$ cat src/rtl/shift_seq_ctrl_if.sv
// Request/status bundle between a host and the shift sequencer.
// The host drives the request fields; the sequencer reports status.
interface shift_seq_ctrl_if #(
    parameter int W     = 8,
    parameter int CNT_W = 4
);
    logic             start;
    logic [1:0]       op;
    logic             seed_sel;
    logic [CNT_W-1:0] count;
    logic             match_en;
    logic [W-1:0]     target;
    logic             abort;
    logic             busy;
    logic             done;
    logic             hit;
    logic [CNT_W-1:0] steps;

    modport master (
        output start, op, seed_sel, count, match_en, target, abort,
        input  busy, done, hit, steps
    );

    modport slave (
        input  start, op, seed_sel, count, match_en, target, abort,
        output busy, done, hit, steps
    );
endinterface

$ cat src/rtl/shift_seq_ctrl.sv
// Sequencer for the seed-mux / feedback-mux / shifter / register datapath:
// seeds the register, applies up to count steps, stops early on target match.
module shift_seq_ctrl #(
    parameter int W     = 8,
    parameter int CNT_W = 4
) (
    input  logic           clk,
    input  logic           clear,
    shift_seq_ctrl_if.slave req,
    input  logic [W-1:0]   reg_q,
    output logic           sel1,
    output logic           sel2,
    output logic [1:0]     func,
    output logic           load,
    output logic           dp_clear
);

    typedef enum logic [1:0] {
        IDLE,
        SEED,
        RUN,
        DONE
    } state_t;

    state_t           state;
    state_t           state_nx;
    logic [1:0]       op_l;
    logic             seed_l;
    logic [CNT_W-1:0] cnt_l;
    logic             men_l;
    logic [W-1:0]     tgt_l;
    logic [CNT_W-1:0] steps_q;
    logic [CNT_W-1:0] steps_nx;
    logic             hit_q;
    logic             hit_nx;
    logic             matched;

    assign matched = men_l && (reg_q == tgt_l);

    always_ff @(posedge clk) begin
        if (clear) begin
            state   <= IDLE;
            op_l    <= '0;
            seed_l  <= 1'b0;
            cnt_l   <= '0;
            men_l   <= 1'b0;
            tgt_l   <= '0;
            steps_q <= '0;
            hit_q   <= 1'b0;
        end else begin
            state   <= state_nx;
            steps_q <= steps_nx;
            hit_q   <= hit_nx;
            if (state == IDLE && req.start) begin
                op_l   <= req.op;
                seed_l <= req.seed_sel;
                cnt_l  <= req.count;
                men_l  <= req.match_en;
                tgt_l  <= req.target;
            end
        end
    end

    always_comb begin
        state_nx  = state;
        steps_nx  = steps_q;
        hit_nx    = hit_q;
        sel1      = seed_l;
        sel2      = 1'b0;
        func      = 2'b00;
        load      = 1'b0;
        dp_clear  = 1'b0;
        req.busy  = 1'b0;
        req.done  = 1'b0;
        req.hit   = hit_q;
        req.steps = steps_q;

        unique case (state)
            IDLE: begin
                if (req.start) begin
                    steps_nx = '0;
                    hit_nx   = 1'b0;
                    state_nx = SEED;
                end
            end
            SEED: begin
                req.busy = 1'b1;
                if (req.abort) begin
                    dp_clear = 1'b1;
                    hit_nx   = 1'b0;
                    state_nx = IDLE;
                end else begin
                    load     = 1'b1;
                    state_nx = (cnt_l == '0) ? DONE : RUN;
                end
            end
            RUN: begin
                req.busy = 1'b1;
                if (req.abort) begin
                    dp_clear = 1'b1;
                    hit_nx   = 1'b0;
                    state_nx = IDLE;
                end else if (matched) begin
                    // the matching value is kept, so no shift this cycle
                    hit_nx   = 1'b1;
                    state_nx = DONE;
                end else begin
                    sel2     = 1'b1;
                    func     = op_l;
                    load     = 1'b1;
                    steps_nx = steps_q + 1'b1;
                    if (steps_nx == cnt_l) state_nx = DONE;
                end
            end
            DONE: begin
                req.done = 1'b1;
                state_nx = IDLE;
            end
            default: state_nx = IDLE;
        endcase

        // reset dominates everything visible while it is held
        if (clear) begin
            sel1      = 1'b0;
            sel2      = 1'b0;
            func      = 2'b00;
            load      = 1'b0;
            dp_clear  = 1'b1;
            req.busy  = 1'b0;
            req.done  = 1'b0;
            req.hit   = 1'b0;
            req.steps = '0;
        end
    end

endmodule

$ cat src/flat_wrapper.sv
// flat-port wrapper written by rule: the top's interface ports become plain ports
module shift_seq_ctrl_flat 
#(
    parameter int W     = 8,
    parameter int CNT_W = 4
)
  (clk, clear, reg_q, sel1, sel2, func, load, dp_clear, req_start, req_op, req_seed_sel, req_count, req_match_en, req_target, req_abort, req_busy, req_done, req_hit, req_steps);
  shift_seq_ctrl_if #(.W(W), .CNT_W(CNT_W)) req_i ();
  input  logic clk;
  input  logic clear;
  input  logic [W-1:0] reg_q;
  output logic sel1;
  output logic sel2;
  output logic [1:0] func;
  output logic load;
  output logic dp_clear;
  input wire logic [$bits(req_i.start)-1:0] req_start;
  input wire logic [$bits(req_i.op)-1:0] req_op;
  input wire logic [$bits(req_i.seed_sel)-1:0] req_seed_sel;
  input wire logic [$bits(req_i.count)-1:0] req_count;
  input wire logic [$bits(req_i.match_en)-1:0] req_match_en;
  input wire logic [$bits(req_i.target)-1:0] req_target;
  input wire logic [$bits(req_i.abort)-1:0] req_abort;
  output wire logic [$bits(req_i.busy)-1:0] req_busy;
  output wire logic [$bits(req_i.done)-1:0] req_done;
  output wire logic [$bits(req_i.hit)-1:0] req_hit;
  output wire logic [$bits(req_i.steps)-1:0] req_steps;
  assign req_i.start = req_start;
  assign req_i.op = req_op;
  assign req_i.seed_sel = req_seed_sel;
  assign req_i.count = req_count;
  assign req_i.match_en = req_match_en;
  assign req_i.target = req_target;
  assign req_i.abort = req_abort;
  assign req_busy = req_i.busy;
  assign req_done = req_i.done;
  assign req_hit = req_i.hit;
  assign req_steps = req_i.steps;
  shift_seq_ctrl #(.W(W), .CNT_W(CNT_W)) u_core (.clk(clk), .clear(clear), .req(req_i), .reg_q(reg_q), .sel1(sel1), .sel2(sel2), .func(func), .load(load), .dp_clear(dp_clear));
endmodule
$ cat config.mk
export PLATFORM = sky130hd
export DESIGN_NAME = shift_seq_ctrl_flat
export DESIGN_NICKNAME = d
export VERILOG_FILES = /design/src/rtl/shift_seq_ctrl_if.sv /design/src/rtl/shift_seq_ctrl.sv /design/src/flat_wrapper.sv
export SDC_FILE = /design/constraint.sdc
export NUM_CORES = 1
export LEC_CHECK = 0
export BUFFER_PORTS_ARGS = -buffer_cell sky130_fd_sc_hd__clkbuf_2
export CAP_MARGIN = 30
export CORE_ASPECT_RATIO = 0.6
export CORE_UTILIZATION = 45
export CTS_CLUSTER_SIZE = 20
export DETAILED_ROUTE_END_ITERATION = 10
export PLACE_DENSITY = 0.87
export SLEW_MARGIN = 0
export SYNTH_ARGS = -nofsm -noshare
export SYNTH_HDL_FRONTEND = slang
export SYNTH_SLANG_ARGS = --single-unit
$ cat constraint.sdc
create_clock -name clk -period 1.8 [get_ports clk]
set_clock_uncertainty 0.2 [all_clocks]
set_input_delay 0.18 -clock clk [delete_from_list [all_inputs] [get_ports clk]]
set_output_delay 0.18 -clock clk [all_outputs]
set_load 0.02 [all_outputs]
==> results of run 1 <==
[cell families after synthesis]
kind of cell / share of synthesized area (%)
and+or+nand+nor: 28.7
AOI/OAI and AO/OA: 15.8
DFF: 36.4
xor gates and xnor gates: 9.68
buffers and inverters: 3.36
adders and majority gates: 4.94
muxes: 1.19
[layout by cell type (no fill, tap or decap), drive strengths merged, types with 2 or more instances in the layout]
cell type,n
inv,5
xnor2,12
buf,22
nand3,2
o21ai,2
o21a,2
ha,5
nor4,3
nor2,4
nand2,37
dlygate4sd3,16
a211oi,2
and2,3
xor2,2
clkbuf,40
a21oi,20
nand4,2
nor2b,7
nand2b,7
dfxtp,23
[stage by stage]
stage | total power [mW] | util (%) | TNS [ns]
2_1_floorplan | 0.750 | - | 0
3_3_place_gp | 0.850 | 61.3 | 0
3_5_place_dp | 0.859 | 61.3 | -0.0457
4_1_cts | 1.24 | 74.1 | -0.772
5_1_grt | 1.31 | 76.2 | -1.50
6_report | 1.25 | 76.2 | -0.804
[sequential cells by signal, summed over array words and instances, names as in the netlist]
register and flops:
u_core.cnt_l 4, u_core.op_l 2, u_core.state 2, u_core.hit_q 1
u_core.steps_q 4, u_core.men_l 1, u_core.tgt_l 8, u_core.seed_l 1
[power by group]
part           switching [mW]  internal (mW)
clock network           0.164          0.158
registers              0.0295          0.543
logic                   0.184          0.174
[worst max-delay path: stages, from the launching register on]
cell and delay [ns]:
dfxtp_2 0.34, xnor2_2 0.17, nand4_4 0.15, o31a_4 0.38, o21a_1 0.18, clkbuf_8 0.15
[metal layers]
| layer | global-route usage (%) | share of wire (%) | up-vias | wire, um |
|---|---|---|---|---|
| li1 | - | - | 670 | - |
| met1 | 35.0 | 46 | 618 | 1710 |
| met2 | 44.7 | 46 | 56 | 1730 |
| met3 | 7.84 | 6.5 | 6 | 241 |
| met4 | 4.08 | 1.3 | 0 | 49 |
| met5 | 0 | 0 | - | 0 |
[timing repair]
| action | in CTS | in global routing |
|---|---|---|
| hold endpoints to repair | 16 | 0 |
| hold buffers | 16 | 0 |
| setup endpoints to repair | 19 | 13 |
| pin swaps | 13 | 6 |
| gates resized for setup | 23 | 17 |
| buffers inserted | 4 | 0 |
[layout make-up]
class                      count  area [um^2]  area share (%)
clock buffer                   4         45.0            2.28
tap                           32         40.0            2.03
inverter                       5         18.8           0.950
timing repair buffer          74          520            26.3
multi-input combinational    123          883            44.7
sequential                    23          468            23.7
[worst min path at each step]
| stage | startpoint | to | slack [ns] | depth (start not counted) |
|---|---|---|---|---|
| after global routing | req_abort | u_core.state[1] | 0.06 | 3 |
| after global placement | req_target[4] | u_core.tgt_l[4] | 0.20 | 3 |
| after detailed placement | req_match_en | u_core.men_l | 0.21 | 3 |
| final | req_abort | u_core.state[1] | 0.05 | 3 |
| after floorplan | req_op[0] | u_core.op_l[0] | 0.12 | 2 |
| after CTS | req_abort | u_core.state[1] | 0.04 | 3 |
==> results by group, run 1 <==
Floorplan
  • Initial Util: 48.8%
  • Core Rows: 14
  • CORE AREA: 2590 um^2
  • Die H: 43.1 um
  • Ports: 41
  • Die area: 3040 um^2
  • DIE WIDTH: 70.5 um

CTS
  • Deepest clock path buffer count: 2
  • CTS Buf Count: 3
  • Clock sinks: 23
  • CTS tree: yes
  • Root cell of the clock tree: clkbuf_8
  • Clock-pin transition on the worst setup and hold timing paths: 0.08 ns
  • Htree depth: 1
  • Insertion delay to the later sink of the worst-skew pair: 0.26 ns

Placed design
  • HPWL Detailed: 2.43 mm
  • Worst Setup Slack post-DPL: -0.0367 ns
  • DP Cell Count: 237
  • Final GP Congestion: 0.874
  • IO buf count: 40
  • DP Area: 1590 um^2

STA
  • Setup violators final: 5
  • Unrepaired setup endpoints after global routing: yes
  • Slew headroom: 70.4%
  • Fin crit period: 2.02 ns
  • Count of pins over their slew limit: 0
  • WHS: 0.0484 ns
  • Maximum clock rate: 496 MHz
  • Setup ws final: -0.215 ns
  • Final hold violations: 0
  • Period utilisation layout: 112%
  • Slew @ Worst Pin: 0.444 ns

Power and ir drop
  • LEAKAGE: 0.888 nW
  • Max IR drop VDD: 0.392 mV
  • Total power divided by cell area: 634 nW/um^2

Critical path
  • Critical Path End: load
  • CP startpoint: u_core.tgt_l[4]
  • R2r startpoint: u_core.tgt_l[4]
  • Reg2reg path depth: 7
  • Crit path DAT: 1.64 ns
  • CP Class: flip-flop to primary output
  • Startpoint Class: flip-flop
  • CP Max Fanout: 3
  • CP endpoint kind: primary output
  • R2r endpoint: u_core.steps_q[1]
  • Reg2Reg Setup Slack: -0.11 ns
  • Critical Path RT: 1.42 ns

Synthesis
  • Syn Area/Cell: 8.07 um^2
  • Number of enable flip-flop cells after synthesis: 0
  • Synth cell count leaders: nand2_1, dfxtp_1, a21oi_1
  • Synth area leaders: dfxtp_1, nand2_1, xnor2_1
  • Seq/Total Area, Yosys: 36.4%
  • Syn Nets: 190
  • Main synth FF type: dfxtp_1
  • Netlist cell types: 36
  • #FFs+latches synth: 23
  • Post-synth ARST share: 0%
  • Cell area after synthesis: 1270 um^2
  • Gate count of the mapped netlist: 157
  • Yosys warnings: 0
  • Largest area contributor in the netlist: dfxtp_1
  • Most frequent cell after synthesis: nand2_1
  • Share of the synthesized area in the top cell type: 36.4%

Cells and area
  • Final std cells w/o fill: 261
  • Nets: 263
  • ANT cells: 0
  • Post-route design area: 1980 um^2
  • # fillers: 172
  • Layout cells sized above 1: 40.6%
  • Area Overhead vs Synth: 56.0%

Global route
  • First-pass GRT wire length: 6.12 mm
  • GRT overflow: 0
  • Initial antenna violation count: 0
  • Number of global-route vias before repair: 1290
  • GRT Overall Usage: 26.7%
  • Largest net degree at the start of global routing: 23

Route
  • Drt total wl: 3.73 mm
  • Drt first pass iters: 7
  • WL/cell: 14.3 um
  • Via density: 5.17
  • Drt initial violations: 94
  • Vias: 1350
  • Post-route ant nets: 0
  • # DRC: 8

Status
  • Violated checks: DRC, setup timing
  • Status: finished, violations left

Run
  • Max-cap viol count: 0

Worst hold path
  • Worst Hold Class: input port to flip-flop
(Power assumes the default switching activity.)
==> run 2: changes to the inputs <==
--- a/config.mk
+++ b/config.mk
@@ -8,9 +8,11 @@
 export BUFFER_PORTS_ARGS = -buffer_cell sky130_fd_sc_hd__clkbuf_2
 export CAP_MARGIN = 30
 export CORE_ASPECT_RATIO = 0.6
+export CORE_MARGIN = 8
 export CORE_UTILIZATION = 45
 export CTS_CLUSTER_SIZE = 20
 export DETAILED_ROUTE_END_ITERATION = 10
+export MAX_ROUTING_LAYER = met4
 export PLACE_DENSITY = 0.87
 export SLEW_MARGIN = 0
 export SYNTH_ARGS = -nofsm -noshare
==> run 2 against run 1 <==
  * The flow finishes with violations (setup timing)
  * Via count increased by 4.1%
  * Worst setup slack got worse by 0.028 ns
  * Clock-buffer cell count shrank 1
  * Clock power increased by 2%
  * Critical path depth is 4 higher
  * Global-route usage fell by 8.5 points
  * Final area rose by 2.5%
  * Largest cell class unchanged
==> results by group, run 2 (synthesis results as in run 1) <==
Global route
  • GRT Overall Usage: 18.2% (-8.5 points)
  • Number of global-route vias before repair: 1419 (+10%)
  • First-pass GRT wire length: 6.91 mm (+13%)
  • Largest net degree at the start of global routing: 24 (+4.3%)
  • GRT overflow: 0 (unchanged)
  • Initial antenna violation count: 0 (unchanged)

Route
  • Post-route ant nets: 0 (unchanged)
  • Drt initial violations: 122 (+30%)
  • WL/cell: 16.4 um (+15%)
  • Drt first pass iters: 4 (-3)
  • Drt total wl: 4.35 mm (+17%)
  • Via density: 5.28 (+2.1%)
  • Vias: 1405 (+4.1%)
  • # DRC: 0 (-8)

Critical path
  • Reg2Reg Setup Slack: -0.24 ns (-0.13 ns)
  • Startpoint Class: flip-flop
  • Buf+Inv Stages, Crit Path: 4 (+3)
  • Crit path DAT: 2.01 ns (+0.37 ns)
  • CP Class: flip-flop to flip-flop
  • Worst path slowest cell: a221oi_4
  • CP endpoint kind: flip-flop
  • CP top delay family: buffers and inverters
  • Largest stage delay on the critical path: 0.35 ns (-0.03 ns)
  • Worst path cell trace: xnor2_2 -> nand4_2 -> buf_6 -> buf_4 -> buf_6 -> nor3_4 -> buf_6 -> a221oi_4 -> mux2_4
  • Critical Path Most Common Cell: buf_6
  • CP Max Fanout: 3 (unchanged)
  • Critical Path RT: 1.77 ns (+0.35 ns)

STA
  • Slew @ Worst Pin: 0.452 ns (+0.00814 ns)
  • Setup violators final: 10 (+5)
  • Fin crit period: 2.04 ns (+0.0284 ns)
  • Period utilisation layout: 114% (+1.6 points)
  • Slew headroom: 69.9% (-0.54 points)
  • Final hold violations: 0 (unchanged)
  • Unrepaired setup endpoints after global routing: yes
  • WHS: 0.134 ns (+0.0860 ns)
  • Count of pins over their slew limit: 0 (unchanged)
  • Setup ws final: -0.244 ns (-0.0284 ns)
  • Maximum clock rate: 489 MHz (-1.4%)

Placed design
  • DP Area: 1580 um^2 (-0.79%)
  • Worst Setup Slack post-DPL: -0.0223 ns (+0.0144 ns)
  • Final GP Congestion: 0.872 (-0.21%)
  • IO buf count: 40 (unchanged)
  • HPWL Detailed: 2.56 mm (+5.3%)

Cells and area
  • ANT cells: 0 (unchanged)
  • Most frequent cells in the layout: nand2_1, clkbuf_2, buf_4
  • Area Overhead vs Synth: 60.0%
  • Commonest non-fill, non-tap cell in the layout: nand2_1
  • Max FFs per register: 8 (unchanged)
  • Multi-input logic area: 887 um^2 (+0.42%)
  • Biggest regs: u_core.tgt_l: 8 flops, u_core.cnt_l: 4 flops, u_core.steps_q: 4 flops
  • Nets: 266 (+1.1%)
  • # fillers: 173 (+0.58%)
  • Most flops, register: u_core.tgt_l
  • Layout cells sized above 1: 42.2% (+1.6 points)
  • Post-layout util: 72.9% (-3.3 points)
  • Post-route design area: 2030 um^2 (+2.5%)
  • FF/Latch Area: 468 um^2 (unchanged)

Power and ir drop
  • Total power divided by cell area: 630 nW/um^2 (-0.72%)
  • LEAKAGE: 0.900 nW (+1.4%)
  • Max IR drop VDD: 0.466 mV (+19%)
  • Tot Pwr: 1.28 mW (+1.8%)

Status
  • Status: finished, violations left
  • Violated checks: setup timing

CTS
  • Insertion delay to the later sink of the worst-skew pair: 0.27 ns (about the same)
  • Htree depth: 1 (unchanged)
  • CTS tree: yes
  • Deepest clock path buffer count: 2 (unchanged)
  • Clock-pin transition on the worst setup and hold timing paths: 0.08 ns (about the same)
  • Clock sinks: 23 (unchanged)
  • CTS Buf Count: 3 (unchanged)
  • Root cell of the clock tree: clkbuf_8

Floorplan
  • Die H: 57.1 um (+32%)
  • CORE AREA: 2780 um^2 (+7.1%)
  • Core Rows: 15 (+1)
  • Die area: 4820 um^2 (+59%)
  • Ports: 41 (unchanged)
  • DIE WIDTH: 84.5 um (+20%)
  • Initial Util: 45.6% (-3.3 points)

Run
  • Max-cap viol count: 0 (unchanged)

Worst hold path
  • Worst Hold Class: input port to flip-flop
run 2: tightest hold or removal path, cell delays in order:
cell,delay [ns]
clkbuf_2,0.16
nor4_1,0.10
o2bb2ai_1,0.13
run 2: power by group:
| group | internal, mW | switching, mW | total, mW | leakage [nW] |
|---|---|---|---|---|
| Sequential | 0.543 | 0.0288 | 0.572 | 0.191 |
| Combinational | 0.181 | 0.193 | 0.375 | 0.684 |
| Clock | 0.155 | 0.174 | 0.329 | 0.0255 |
run 2: cell type report:
type | instances | area share [%]
repair buffers | 77 | 27.8
clock buffers | 3 | 2.04
inverters | 5 | 0.926
clock inverters | 1 | 0.247
well taps | 34 | 2.10
flip-flops and latches | 23 | 23.1
multi-input cells | 123 | 43.8
run 2: repair_timing:
item | CTS | global route
hold buffers | 16 | 0
endpoints found under the setup margin | 5 | 29
gates resized for setup | 28 | 18
endpoints found under the hold margin | 16 | 0
buffers inserted | 8 | 3
pin swaps | 19 | 6
run 2: worst paths after layout:
kind                    from                 to  cells after the start
max          u_core.tgt_l[4]  u_core.steps_q[1]                      9
min reg2reg    u_core.seed_l      u_core.seed_l                      2
min                req_abort    u_core.state[1]                      3
max reg2reg  u_core.tgt_l[4]  u_core.steps_q[1]                      9
run 2: metal layers:
| layer | share of wire (%) | global-route usage, % |
|---|---|---|
| met1 | 44 | 22.1 |
| met2 | 47 | 29.0 |
| met3 | 7.2 | 4.86 |
| met4 | 1.6 | 5.53 |
| met5 | 0 | - |
run 2: stage by stage:
stage | instances | setup TNS (ns)
final | 266 | -1.64
after global routing | 266 | -2.22
after CTS | 264 | -1.19
after detailed placement | 237 | -0.0447
after global placement | 237 | -0.0172
after floorplan | 157 | 0
